$ cat config.mk
export PLATFORM = sky130hd
export DESIGN_NAME = fsquare
export DESIGN_NICKNAME = d
export VERILOG_FILES = /design/src/rtl/fsquare.sv
export SDC_FILE = /design/constraint.sdc
export NUM_CORES = 1
export LEC_CHECK = 0
export ABC_AREA = 0
export BUFFER_PORTS_ARGS = -buffer_cell sky130_fd_sc_hd__buf_2
export CAP_MARGIN = 20
export CORE_MARGIN = 8
export CORE_UTILIZATION = 55
export CTS_BUF_LIST = sky130_fd_sc_hd__clkbuf_4 sky130_fd_sc_hd__clkbuf_8
export DETAILED_ROUTE_END_ITERATION = 10
export HOLD_SLACK_MARGIN = 0.05
export PLACE_DENSITY = 0.8
export SLEW_MARGIN = 20
export SYNTH_ARGS = -nofsm -noshare
export SYNTH_HDL_FRONTEND = slang
export SYNTH_SLANG_ARGS = --single-unit
$ cat constraint.sdc
create_clock -name clk -period 4.5 [get_ports clk]
set_input_delay 0.675 -clock clk [delete_from_list [all_inputs] [get_ports clk]]
set_output_delay 0.675 -clock clk [all_outputs]
set_load 0.02 [all_outputs]
$ cat src/rtl/fsquare.sv
// fsquare: 3-stage pipelined squarer for 15-bit floats
// (2b exception, sign, 6b exp bias 31, 6b fraction).
module fsquare #(
  parameter int ID = 1
) (
  input  logic        clk,
  input  logic        rst,
  input  logic [14:0] X,
  input  logic        in_valid,
  output logic        in_ready,
  output logic [14:0] R,
  output logic        out_valid,
  input  logic        out_ready
);

  localparam logic [1:0] EXC_ZERO = 2'b00;
  localparam logic [1:0] EXC_NORM = 2'b01;
  localparam logic [1:0] EXC_INF  = 2'b10;
  localparam logic [1:0] EXC_NAN  = 2'b11;

  typedef struct packed {
    logic       v;
    logic [1:0] exc;
    logic [5:0] e;
    logic [5:0] f;
  } s1_t;

  typedef struct packed {
    logic        v;
    logic [1:0]  exc;
    logic [5:0]  e;
    logic [13:0] p;
  } s2_t;

  s1_t         s1_q;
  s2_t         s2_q;
  logic        advance;
  logic        c;
  logic [13:0] pn;
  logic        g;
  logic        st;
  logic        rup;
  logic [6:0]  sum;
  logic        rc;
  logic [7:0]  er;
  logic [14:0] r_next;
  logic        unused_bits;

  // Whole pipe moves as one; output slot free or draining.
  assign advance  = !out_valid || out_ready;
  assign in_ready = advance;

  // Sign is dropped (square is never negative); ID is a tag.
  assign unused_bits = ^{X[12], pn[13:12], 32'(ID)};

  // S1: unpack operand fields.
  always_ff @(posedge clk) begin
    if (rst) begin
      s1_q <= '0;
    end else if (advance) begin
      s1_q.v   <= in_valid;
      s1_q.exc <= X[14:13];
      s1_q.e   <= X[11:6];
      s1_q.f   <= X[5:0];
    end
  end

  // S2: 7x7 product of the implicit-one mantissa.
  always_ff @(posedge clk) begin
    if (rst) begin
      s2_q <= '0;
    end else if (advance) begin
      s2_q.v   <= s1_q.v;
      s2_q.exc <= s1_q.exc;
      s2_q.e   <= s1_q.e;
      s2_q.p   <= 14'({1'b1, s1_q.f}) * 14'({1'b1, s1_q.f});
    end
  end

  // S3 comb: normalize, round to nearest even, range check, pack.
  always_comb begin
    r_next = '0;
    c      = s2_q.p[13];
    pn     = c ? {1'b0, s2_q.p[13:1]} : s2_q.p;
    g      = pn[5];
    st     = (|pn[4:0]) || (c && s2_q.p[0]);
    rup    = g && (st || pn[6]);
    sum    = {1'b0, pn[11:6]} + 7'(rup);
    rc     = sum[6];
    er     = {1'b0, s2_q.e, 1'b0} - 8'd31 + 8'(c) + 8'(rc);
    unique case (s2_q.exc)
      EXC_ZERO: r_next = '0;
      EXC_INF:  r_next = 15'h4000;
      EXC_NAN:  r_next = 15'h6000;
      EXC_NORM: begin
        if (er[7])
          r_next = '0;
        else if (er[6])
          r_next = 15'h4000;
        else
          r_next = {EXC_NORM, 1'b0, er[5:0], sum[5:0]};
      end
    endcase
  end

  // S3: registered result and its valid.
  always_ff @(posedge clk) begin
    if (rst) begin
      out_valid <= 1'b0;
      R         <= '0;
    end else if (advance) begin
      out_valid <= s2_q.v;
      if (s2_q.v)
        R <= r_next;
    end
  end

endmodule

==> metrics, run 1 <==
status complete, no violations; Seq. cell area roughly 1000 µm²; Worst Path Required around 4.7 ns; Comb pwr share between 20% and 30%; syn_nets slightly below 500; Post-synth EDFFs 0; startpoint types register; Post-synth ARST share 0%; total CTS buffers 5; Root Buffer clkbuf_8; sequential area share after synthesis 29.93%; Max transition margin around two fifths; clk_skew about 0.0094 ns; Initial Utilization 55.73%; Pwr Density 293.7 nW/µm²; post-route core utilization 60.99%; R2R cell count 16; most used flip-flop cell after synthesis dfxtp_1; clock share of power 25.5%; Static Leak 1.835 nW; TritonCTS clock tree done; Hold Path End s2_q[21]$_SDFFE_PP0N_; DP Worst Slack between 0.15 and 0.2 ns; Clock Tree Buf Depth 2; share of layout cells above drive strength 1 between 10 and 15%; die area a little over 9000 µm²; final setup fails 0; Post-Route WL 7016 µm; Worst VDD drop about 0.19 mV; vias in the first global route around 2800; CP max FO 5; Setup WS post-layout 0.2450 ns; DRT Pass-1 Iters 5; r2r startpoint s1_q[2]$_SDFFE_PP0N_; Setup Fix Bufs, Post-CTS 0; cell area after synthesis 3478 µm²; Yosys reg bits 52; Multi-input gate area 2208 µm²; DR iter-0 viols about 200; total power ~1.1 mW; R2R Setup Slk 0.25 ns; Clock Latency Late Sink 0.31 ns; Flop pwr share 47.1%; fin crit period roughly 4.3 ns; Fillers roughly 560; clock slew at reported path FFs 0.10 ns; fin nets 508; WL/cell 13.57 µm; Switching Power 0.3632 mW; CP endpoint kind register; Hold WC Path Type register to register; Ant. Diodes 0; critical path class register to register; # IOs 36; GP Congestion 0.8835; H-tree depth 2; setup TNS 0 ns; chip height 95.53 µm; max-cap violations 0; fmax 235.0 MHz; Buffers on Ports 33; Worst EP arrival 4.46 ns; yosys warns 0; synth unique cells 54; residual DRC count 0; antenna violations before repair 0; Area growth syn-to-layout 9.424%; Slew Viols, Final 0; Hold Crit Start s1_q[13]$_SDFFE_PP0N_; Routed Antenna Nets 0; vias post-DR about 2800; Core Region 6241 µm²; hold_ws 0.4472 ns; DPL Wire Length 5339 µm; Die W 95.53 µm; clk sinks 52; first-pass GRT wire length approximately 12000 µm; R2R Path End s2_q[11]$_SDFFE_PP0N_; pin count of the biggest net entering global routing 49; # rows 29; Slew @ Worst Pin 0.9289 ns; internal power 0.7545 mW; Syn Area/Cell between 8 and 9 µm²; RSZ-0062 raised after global routing false; overall routing resource usage 16.12%; Sw Ratio 32.49%; vias per cell 5.491; Gate Count Post-Synth 413; period utilization around 95%; final hold violations 0; worst hold path depth 2; total grt overflow 0
## critical path, cell delays in order, from the launching register on
cell and delay [ns]:
dfxtp_1 0.43, inv_1 0.08, nor2_1 0.16, ha_1 0.27, xor2_1 0.18, fa_1 0.48, inv_1 0.05, fa_1 0.53
inv_1 0.05, fa_1 0.50, inv_1 0.05, ha_1 0.34, a211oi_2 0.28, nor2_1 0.11, nor3_4 0.27, o21ai_0 0.11
a211o_1 0.26
## cell usage in the layout (no fill, tap or decap), types with 8 or more instances in the layout
| master | synthesis | final |
|---|---|---|
| nand2_1 | 71 | 71 |
| dfxtp_1 | 52 | 52 |
| a21oi_1 | 47 | 47 |
| ha_1 | 36 | 36 |
| inv_1 | 35 | 35 |
| buf_2 | 6 | 33 |
| nor2_1 | 20 | 20 |
| xnor2_1 | 14 | 14 |
| fa_1 | 14 | 14 |
| a21o_1 | 9 | 9 |
| a22o_1 | 9 | 9 |
| buf_4 | 1 | 9 |
| o21ai_0 | 8 | 8 |
## sequential cells by signal, summed over array words and instances (netlist names)
signal / cells
s2_q: 21
s1_q: 15
R: 14
c: 1
out_valid: 1
## cell usage after synthesis (2+ instances only)
cell type,n,area (µm²)
nand3_1,2,10.01
ha_1,36,450.4
nand2_1,71,266.5
nand3b_1,5,37.54
o21ai_0,8,40.04
nand4b_1,2,17.52
inv_1,35,131.4
or2_2,3,18.77
nand2b_1,2,12.51
clkbuf_1,13,48.80
a22o_1,9,78.83
xnor2_1,14,122.6
o22ai_1,2,12.51
nor2_1,20,75.07
nor3b_1,4,30.03
buf_2,6,30.03
nor2b_1,4,25.02
and2_1,2,12.51
a31oi_1,2,12.51
dfxtp_1,52,1041
xor2_1,3,26.28
and3_1,3,18.77
a211oi_1,3,22.52
a21oi_1,47,235.2
a211o_1,2,17.52
a311oi_1,3,26.28
a32o_1,3,30.03
nand4_1,4,25.02
nor3_1,5,25.02
fa_1,14,280.3
a21o_1,9,67.56
nor3_2,2,20.02
or4_1,2,15.01
## power groups by stage
stage	logic (mW)	registers, mW	clock network (mW)
detailed placement	0.302	0.537	0
floorplan	0.242	0.525	0
CTS	0.306	0.526	0.290
finish	0.306	0.527	0.285
global route	0.349	0.533	0.308
global placement	0.292	0.535	0
## through the flow
step	cells	area, µm²
finish	517	3806
global route	517	3806
CTS	517	3800
detailed placement	509	3704
global placement	509	3704
floorplan	413	3478
## per-layer routing
| metal | GRT usage (%) | up-vias | share of wire [%] |
|---|---|---|---|
| met5 | 0 | - | 0 |
| met4 | 6.018 | 0 | 1.2 |
| met3 | 2.756 | 12 | 4.7 |
| met2 | 28.00 | 57 | 48 |
| met1 | 19.40 | 1302 | 46 |
| li1 | - | 1468 | - |
## cell type report
| type | count | area share [%] |
|---|---|---|
| inverter | 35 | 3.452 |
| timing repair buffer | 42 | 6.114 |
| sequential | 52 | 27.35 |
| clock inverter | 2 | 0.3616 |
| tap | 77 | 2.531 |
| clock buffer | 6 | 2.170 |
| multi-input combinational | 303 | 58.02 |
## cell families after synthesis
group | after synthesis | share of synthesized area, %
DFF | 52 | 29.93
AOI/OAI and AO/OA | 98 | 18.38
buffers and inverters | 58 | 6.835
and+or+nand+nor | 135 | 18.85
adders and majority gates | 50 | 21.01
other | 1 | 0.1078
muxes | 2 | 0.6115
xor gates and xnor gates | 17 | 4.281
## what timing repair did
item	CTS	global route
hold buffers	0	0
setup endpoints to repair	0	2
gates resized for setup	0	1
## worst max path at each step
| stage | start | to | slack, ns | cells past startpoint |
|---|---|---|---|---|
| 2_1_floorplan | s1_q[5]$_SDFFE_PP0N_ | s2_q[11]$_SDFFE_PP0N_ | 0.26 | 17 |
| 3_3_place_gp | s1_q[2]$_SDFFE_PP0N_ | s2_q[11]$_SDFFE_PP0N_ | 0.33 | 16 |
| 3_5_place_dp | s1_q[2]$_SDFFE_PP0N_ | s2_q[11]$_SDFFE_PP0N_ | 0.19 | 16 |
| 4_1_cts | s1_q[2]$_SDFFE_PP0N_ | s2_q[11]$_SDFFE_PP0N_ | 0.18 | 16 |
| 5_1_grt | s1_q[2]$_SDFFE_PP0N_ | s2_q[11]$_SDFFE_PP0N_ | 0.01 | 16 |
| 6_report | s1_q[2]$_SDFFE_PP0N_ | s2_q[11]$_SDFFE_PP0N_ | 0.25 | 16 |
Note: power is estimated with default switching activity, not from simulation.
==> run 2, diff against run 1 <==
Settings changed: REMOVE_ABC_BUFFERS set to 1.
==> run 2 against run 1 <==
Effect of this change: core utilization rose by 0.22 points; critical endpoint unchanged; register-to-register slack got worse by 0.04 ns; cell area grew 0.36%.
==> metrics, run 2 (synthesized netlist as in run 1, its figures left out) <==
H-tree depth 2 (unchanged); CP max FO 6 (was 5); TritonCTS clock tree done (unchanged); Worst EP arrival 4.50 ns (was 4.46 ns); r2r startpoint s1_q[2]$_SDFFE_PP0N_ (unchanged); final setup fails 0 (unchanged); antenna violations before repair 0 (unchanged); DR iter-0 viols 162 (was 201); pin count of the biggest net entering global routing 49 (unchanged); DPL Wire Length 5246 µm (was 5339 µm); share of layout cells above drive strength 1 14.55% (was 14.32%); final hold violations 0 (unchanged); overall routing resource usage 16.27% (was 16.12%); max reg flops 21 (unchanged); Clock Latency Late Sink 0.31 ns (about the same); WL met3 297 µm (was 327 µm); Die W 95.53 µm (unchanged); vias in the first global route 2772 (was 2797); wl on met1 3251 µm (was 3206 µm); Clock Tree Buf Depth 2 (unchanged); max-cap violations 0 (unchanged); Pwr Density 306.0 nW/µm² (was 293.7 nW/µm²); chip height 95.53 µm (unchanged); residual DRC count 0 (unchanged); fin crit period 4.294 ns (was 4.255 ns); GP Congestion 0.9142 (was 0.8835); fin nets 508 (unchanged); total CTS buffers 5 (unchanged); vias post-DR 2863 (was 2839); R2R cell count 17 (was 16); RSZ-0062 raised after global routing false (unchanged); Root Buffer clkbuf_8 (unchanged); Worst Path Required 4.71 ns (about the same); post-place instance area 3696 µm² (was 3704 µm²); R2R Setup Slk 0.21 ns (was 0.25 ns); die area 9125 µm² (unchanged); clk_skew 0.01015 ns (was 0.009364 ns); clock slew at reported path FFs 0.10 ns (about the same); Post-Route WL 6999 µm (was 7016 µm); DRT Pass-1 Iters 4 (was 5); WL/cell 13.54 µm (was 13.57 µm); fmax 232.9 MHz (was 235.0 MHz); CP endpoint kind register (unchanged); status complete, no violations (unchanged); R2R Path End s2_q[11]$_SDFFE_PP0N_ (unchanged); startpoint types register (unchanged); Worst Setup EP s2_q[11]$_SDFFE_PP0N_ (unchanged); Slew Viols, Final 0 (unchanged); met2 wire len 3355 µm (was 3398 µm); Area growth syn-to-layout 9.820% (was 9.424%); Slew @ Worst Pin 0.8755 ns (was 0.9289 ns); Largest regs s2_q x21, s1_q x15, R x14 (unchanged); setup TNS 0 ns (unchanged); # IOs 36 (unchanged); # rows 29 (unchanged); Hold WC Path Type register to register (unchanged); Max transition margin 41.63% (was 38.07%); Worst VDD drop 0.1771 mV (was 0.1869 mV); CP startpoint s1_q[2]$_SDFFE_PP0N_ (unchanged); vias per cell 5.538 (was 5.491); clk sinks 52 (unchanged); Static Leak 1.838 nW (was 1.835 nW); largest register by flop count s2_q (unchanged); Routed Antenna Nets 0 (unchanged); period utilization 95.42% (was 94.55%); highest routed layer met4 (unchanged); fin area 3820 µm² (was 3806 µm²); Initial Utilization 55.73% (unchanged); total grt overflow 0 (unchanged); Ant. Diodes 0 (unchanged); first-pass GRT wire length 12080 µm (was 12010 µm); worst hold path depth 2 (unchanged); Core Region 6241 µm² (unchanged); commonest non-fill, non-tap cells in the layout nand2_1 (71), dfxtp_1 (51), a21oi_1 (47) (was nand2_1 (71), dfxtp_1 (52), a21oi_1 (47)); critical path class register to register (unchanged); Buffers on Ports 33 (unchanged); commonest non-fill, non-tap cell in the layout nand2_1 (unchanged)
-- run 2: where the power goes --
| part | leakage (nW) | total (mW) | switching [mW] | internal (mW) |
|---|---|---|---|---|
| Sequential | 0.428 | 0.527 | 0.0352 | 0.492 |
| Clock | 0.0592 | 0.339 | 0.164 | 0.174 |
| Combinational | 1.35 | 0.303 | 0.169 | 0.134 |
-- run 2: per-stage QoR --
step           hold WS, ns  total power [mW]  util (%)  cells  setup slack, ns
2_1_floorplan       0.4207            0.7570         -    390           0.3423
3_3_place_gp        0.4361            0.8221     59.22    508           0.2581
3_5_place_dp        0.4463            0.8374     59.22    508           0.1094
4_1_cts             0.4577             1.173     61.07    516          0.09306
5_1_grt             0.4724             1.244     61.21    517          0.03172
6_report            0.4540             1.169     61.21    517           0.2062
-- run 2: area by class of cell --
class                   count  area [µm²]
inverters                  35       131.4
repair buffers             42       232.7
fillers                   551        2421
flip-flops and latches     52        1042
clock buffers               6       76.32
multi-input cells         303        2202
well taps                  77       96.34
clock inverters             2       38.79
-- run 2: worst max-delay path, stage by stage (launching register included) --
cell      delay, ns
dfxtp_2        0.39
inv_1          0.07
nor2_1         0.17
ha_1           0.29
xor2_1         0.18
fa_1           0.50
inv_1          0.07
fa_1           0.53
inv_1          0.05
fa_1           0.49
inv_1          0.04
ha_1           0.37
a211oi_2       0.31
nor2_1         0.09
nor3_2         0.16
buf_4          0.15
o21ai_0        0.07
a211o_1        0.26
-- run 2: how the worst min path moves through the flow --
stage                     startpoint               endpoint
2_1_floorplan   s2_q[0]$_SDFFE_PP0N_   s2_q[0]$_SDFFE_PP0N_
3_3_place_gp    s2_q[3]$_SDFFE_PP0N_   s2_q[3]$_SDFFE_PP0N_
3_5_place_dp   s1_q[14]$_SDFFE_PP0N_  s1_q[14]$_SDFFE_PP0N_
4_1_cts         s1_q[8]$_SDFFE_PP0N_  s2_q[16]$_SDFFE_PP0N_
5_1_grt         s1_q[8]$_SDFFE_PP0N_  s2_q[16]$_SDFFE_PP0N_
6_report        s1_q[8]$_SDFFE_PP0N_  s2_q[16]$_SDFFE_PP0N_
-- run 2: routing by layer --
layer | vias up | GRT usage, %
li1 | 1464 | -
met1 | 1334 | 19.60
met2 | 56 | 28.17
met3 | 9 | 2.992
met4 | 0 | 5.890
met5 | - | 0
-- run 2: what timing repair did --
item,in CTS,in global routing
hold buffers,0,0
gates resized for setup,0,1
buffers inserted,0,1
setup endpoints to repair,0,4
==> run 3, diff against run 2 <==
Settings changed: CORE_UTILIZATION 55 to 54, CTS_BUF_LIST sky130_fd_sc_hd__clkbuf_4 sky130_fd_sc_hd__clkbuf_8 to not set, PLACE_DENSITY 0.8 to 0.79, REMOVE_ABC_BUFFERS 1 to not set.
==> run 3 against run 2 <==
Effect of this change: count of clock-buffer cells in the layout is 1 lower; largest cell class unchanged; core utilization is 0.25 points lower; sequential share of layout area hardly changed; clock power is 3% lower; worst setup slack better by 0.035 ns; worst hold slack better by 0.0025 ns; total power is 0.46% lower; sequential power hardly changed; cell count stayed put; critical path type unchanged; wire length is 2.5% higher; non-clock buffer count stayed put; clock skew is 0.0033 ns lower.
==> metrics, run 3 (synthesized netlist as in run 1, its figures left out) <==
Pwr Density 304.1 nW/µm² (was 306.0 nW/µm²); Hold Path End s1_q[11]$_SDFFE_PP0N_ (was s2_q[16]$_SDFFE_PP0N_); total CTS buffers 5 (unchanged); critical path class register to register (unchanged); Worst Path Required 4.70 ns (was 4.71 ns); CP peak stage delay 0.52 ns (was 0.53 ns); Max transition margin 42.33% (was 41.63%); Sw Ratio 31.54% (was 31.56%); Switching Power 0.3670 mW (was 0.3689 mW); Setup Fix Bufs, Post-CTS 0 (unchanged); status complete, no violations (unchanged); # rows 29 (unchanged); Hold WC Path Type register to register (unchanged); CP endpoint kind register (unchanged); R2R Setup Slk 0.24 ns (was 0.21 ns); final hold violations 0 (unchanged); worst hold path depth 2 (unchanged); max reg flops 21 (unchanged); clock share of power 28.2% (was 29.0%); R2R Path End s2_q[11]$_SDFFE_PP0N_ (unchanged); crit path cell chain inv_1 > nor2_1 > ha_1 > xor2_1 > fa_1 > inv_1 > fa_1 > inv_1 > fa_1 > inv_1 > ha_1 > a211oi_2 > nor2_1 > nor3_4 > o21ai_0 > a211o_1 (was inv_1 > nor2_1 > ha_1 > xor2_1 > fa_1 > inv_1 > fa_1 > inv_1 > fa_1 > inv_1 > ha_1 > a211oi_2 > nor2_1 > nor3_2 > buf_4 > o21ai_0 > a211o_1); GP Congestion 0.8667 (was 0.9142); post-CTS sizing 0 (unchanged); TritonCTS clock tree done (unchanged); Flop pwr share 45.3% (was 45.1%); Buffers on Ports 33 (unchanged); largest register by flop count s2_q (unchanged); DR iter-0 viols 185 (was 162); residual DRC count 0 (unchanged); period utilization 94.65% (was 95.42%); Seq. cell area 1042 µm² (unchanged); Worst VDD drop 0.3033 mV (was 0.1771 mV); Slew Viols, Final 0 (unchanged); Root Buffer clkbuf_8 (unchanged); internal power 0.7965 mW (was 0.7999 mW); post-place instance area 3704 µm² (was 3696 µm²); crit-path most repeated cell inv_1 (unchanged); chip height 96.26 µm (was 95.53 µm); Largest regs s2_q x21, s1_q x15, R x14 (unchanged); clk sinks 52 (unchanged); clock slew at reported path FFs 0.09 ns (was 0.10 ns); CP startpoint s1_q[2]$_SDFFE_PP0N_ (unchanged); Worst EP arrival 4.46 ns (was 4.50 ns); Comb pwr share 26.5% (was 25.9%); antenna violations before repair 0 (unchanged); Clock Latency Late Sink 0.31 ns (about the same); startpoint types register (unchanged); commonest non-fill, non-tap cells in the layout nand2_1 (71), dfxtp_1 (51), a21oi_1 (47) (unchanged); total power 1.163 mW (was 1.169 mW); Slew @ Worst Pin 0.8651 ns (was 0.8755 ns); Clock Tree Buf Depth 2 (unchanged); r2r startpoint s1_q[2]$_SDFFE_PP0N_ (unchanged); first-pass GRT wire length 12080 µm (about the same); Fillers 553 (was 551); commonest non-fill, non-tap cell in the layout nand2_1 (unchanged); total grt overflow 0 (unchanged); Static Leak 1.838 nW (about the same); Hold Crit Start s1_q[11]$_SDFFE_PP0N_ (was s1_q[8]$_SDFFE_PP0N_); share of layout cells above drive strength 1 14.55% (unchanged); Area growth syn-to-layout 10.00% (was 9.820%); CP max FO 5 (was 6); fin nets 508 (unchanged); vias per cell 5.563 (was 5.538); # IOs 36 (unchanged); Multi-input gate area 2208 µm² (was 2202 µm²); H-tree depth 2 (unchanged); fin crit period 4.259 ns (was 4.294 ns); RSZ-0062 raised after global routing false (unchanged); clk_skew 0.006866 ns (was 0.01015 ns); WL/cell 13.88 µm (was 13.54 µm); Die W 96.26 µm (was 95.53 µm); Worst path slowest cell fa_1 (unchanged); DRT Pass-1 Iters 4 (unchanged); setup TNS 0 ns (unchanged); Core Region 6277 µm² (was 6241 µm²); Initial Utilization 55.41% (was 55.73%); Post-Route WL 7176 µm (was 6999 µm); Ant. Diodes 0 (unchanged); vias post-DR 2876 (was 2863); vias in the first global route 2755 (was 2772); max-cap violations 0 (unchanged); fin area 3826 µm² (was 3820 µm²); hold buffers post-CTS 0 (unchanged); R2R cell count 16 (was 17); overall routing resource usage 16.13% (was 16.27%); pin count of the biggest net entering global routing 49 (unchanged); DPL Wire Length 5429 µm (was 5246 µm); die area 9266 µm² (was 9125 µm²); Routed Antenna Nets 0 (unchanged); final setup fails 0 (unchanged); fmax 234.8 MHz (was 232.9 MHz)
[run 3: cell count changes in the layout (fill, tap and decap cells not counted)]
| cell | before | now |
|---|---|---|
| clkbuf_4 | 1 | 0 |
| nor3_4 | 0 | 1 |
| clkinvlp_4 | 0 | 1 |
| nor3_2 | 2 | 1 |
[run 3: layout make-up]
class,count,area share [%]
inverters,35,3.434
flip-flops and latches,52,27.24
repair buffers,42,6.082
clock buffers,5,1.799
multi-input cells,303,57.72
clock inverters,3,1.210
well taps,77,2.518
[run 3: how the worst max path moves through the flow]
stage / end / slack (ns) / cells after the start
2_1_floorplan: s2_q[11]$_SDFFE_PP0N_ / 0.26 / 17
3_3_place_gp: s2_q[11]$_SDFFE_PP0N_ / 0.32 / 16
3_5_place_dp: s2_q[11]$_SDFFE_PP0N_ / 0.15 / 16
4_1_cts: s2_q[11]$_SDFFE_PP0N_ / 0.12 / 16
5_1_grt: s2_q[11]$_SDFFE_PP0N_ / 0.07 / 16
6_report: s2_q[11]$_SDFFE_PP0N_ / 0.24 / 16
[run 3: power groups by stage]
stage | combinational [mW] | sequential, mW | clock [mW]
4_1_cts | 0.308 | 0.527 | 0.338
6_report | 0.308 | 0.527 | 0.328
3_3_place_gp | 0.292 | 0.535 | 0
5_1_grt | 0.351 | 0.532 | 0.352
2_1_floorplan | 0.242 | 0.525 | 0
3_5_place_dp | 0.304 | 0.537 | 0
[run 3: per-layer routing]
layer	vias up	global-route usage (%)	routed length (µm)
li1	1465	-	-
met1	1332	19.90	3269
met2	68	27.70	3425
met3	11	3.198	402
met4	0	4.609	78
met5	-	0	0
[run 3: critical path: cells and delay by family, from the launching register on]
family | cells | cell delay [ns]
AOI/OAI and AO/OA | 3 | 0.66
DFF | 1 | 0.39
adders and majority gates | 5 | 2.14
buffers and inverters | 4 | 0.22
xor gates and xnor gates | 1 | 0.19
and+or+nand+nor | 3 | 0.55
[run 3: stage by stage]
step                      std cells  setup slack [ns]  utilization [%]  hold WS [ns]
after global routing            517           0.07104            60.95        0.4802
after detailed placement        509            0.1469            59.00        0.4457
after CTS                       517            0.1225            60.83        0.4576
after floorplan                 413            0.2569                -        0.4268
after global placement          509            0.3205            59.00        0.4399
final                           517            0.2407            60.95        0.4564
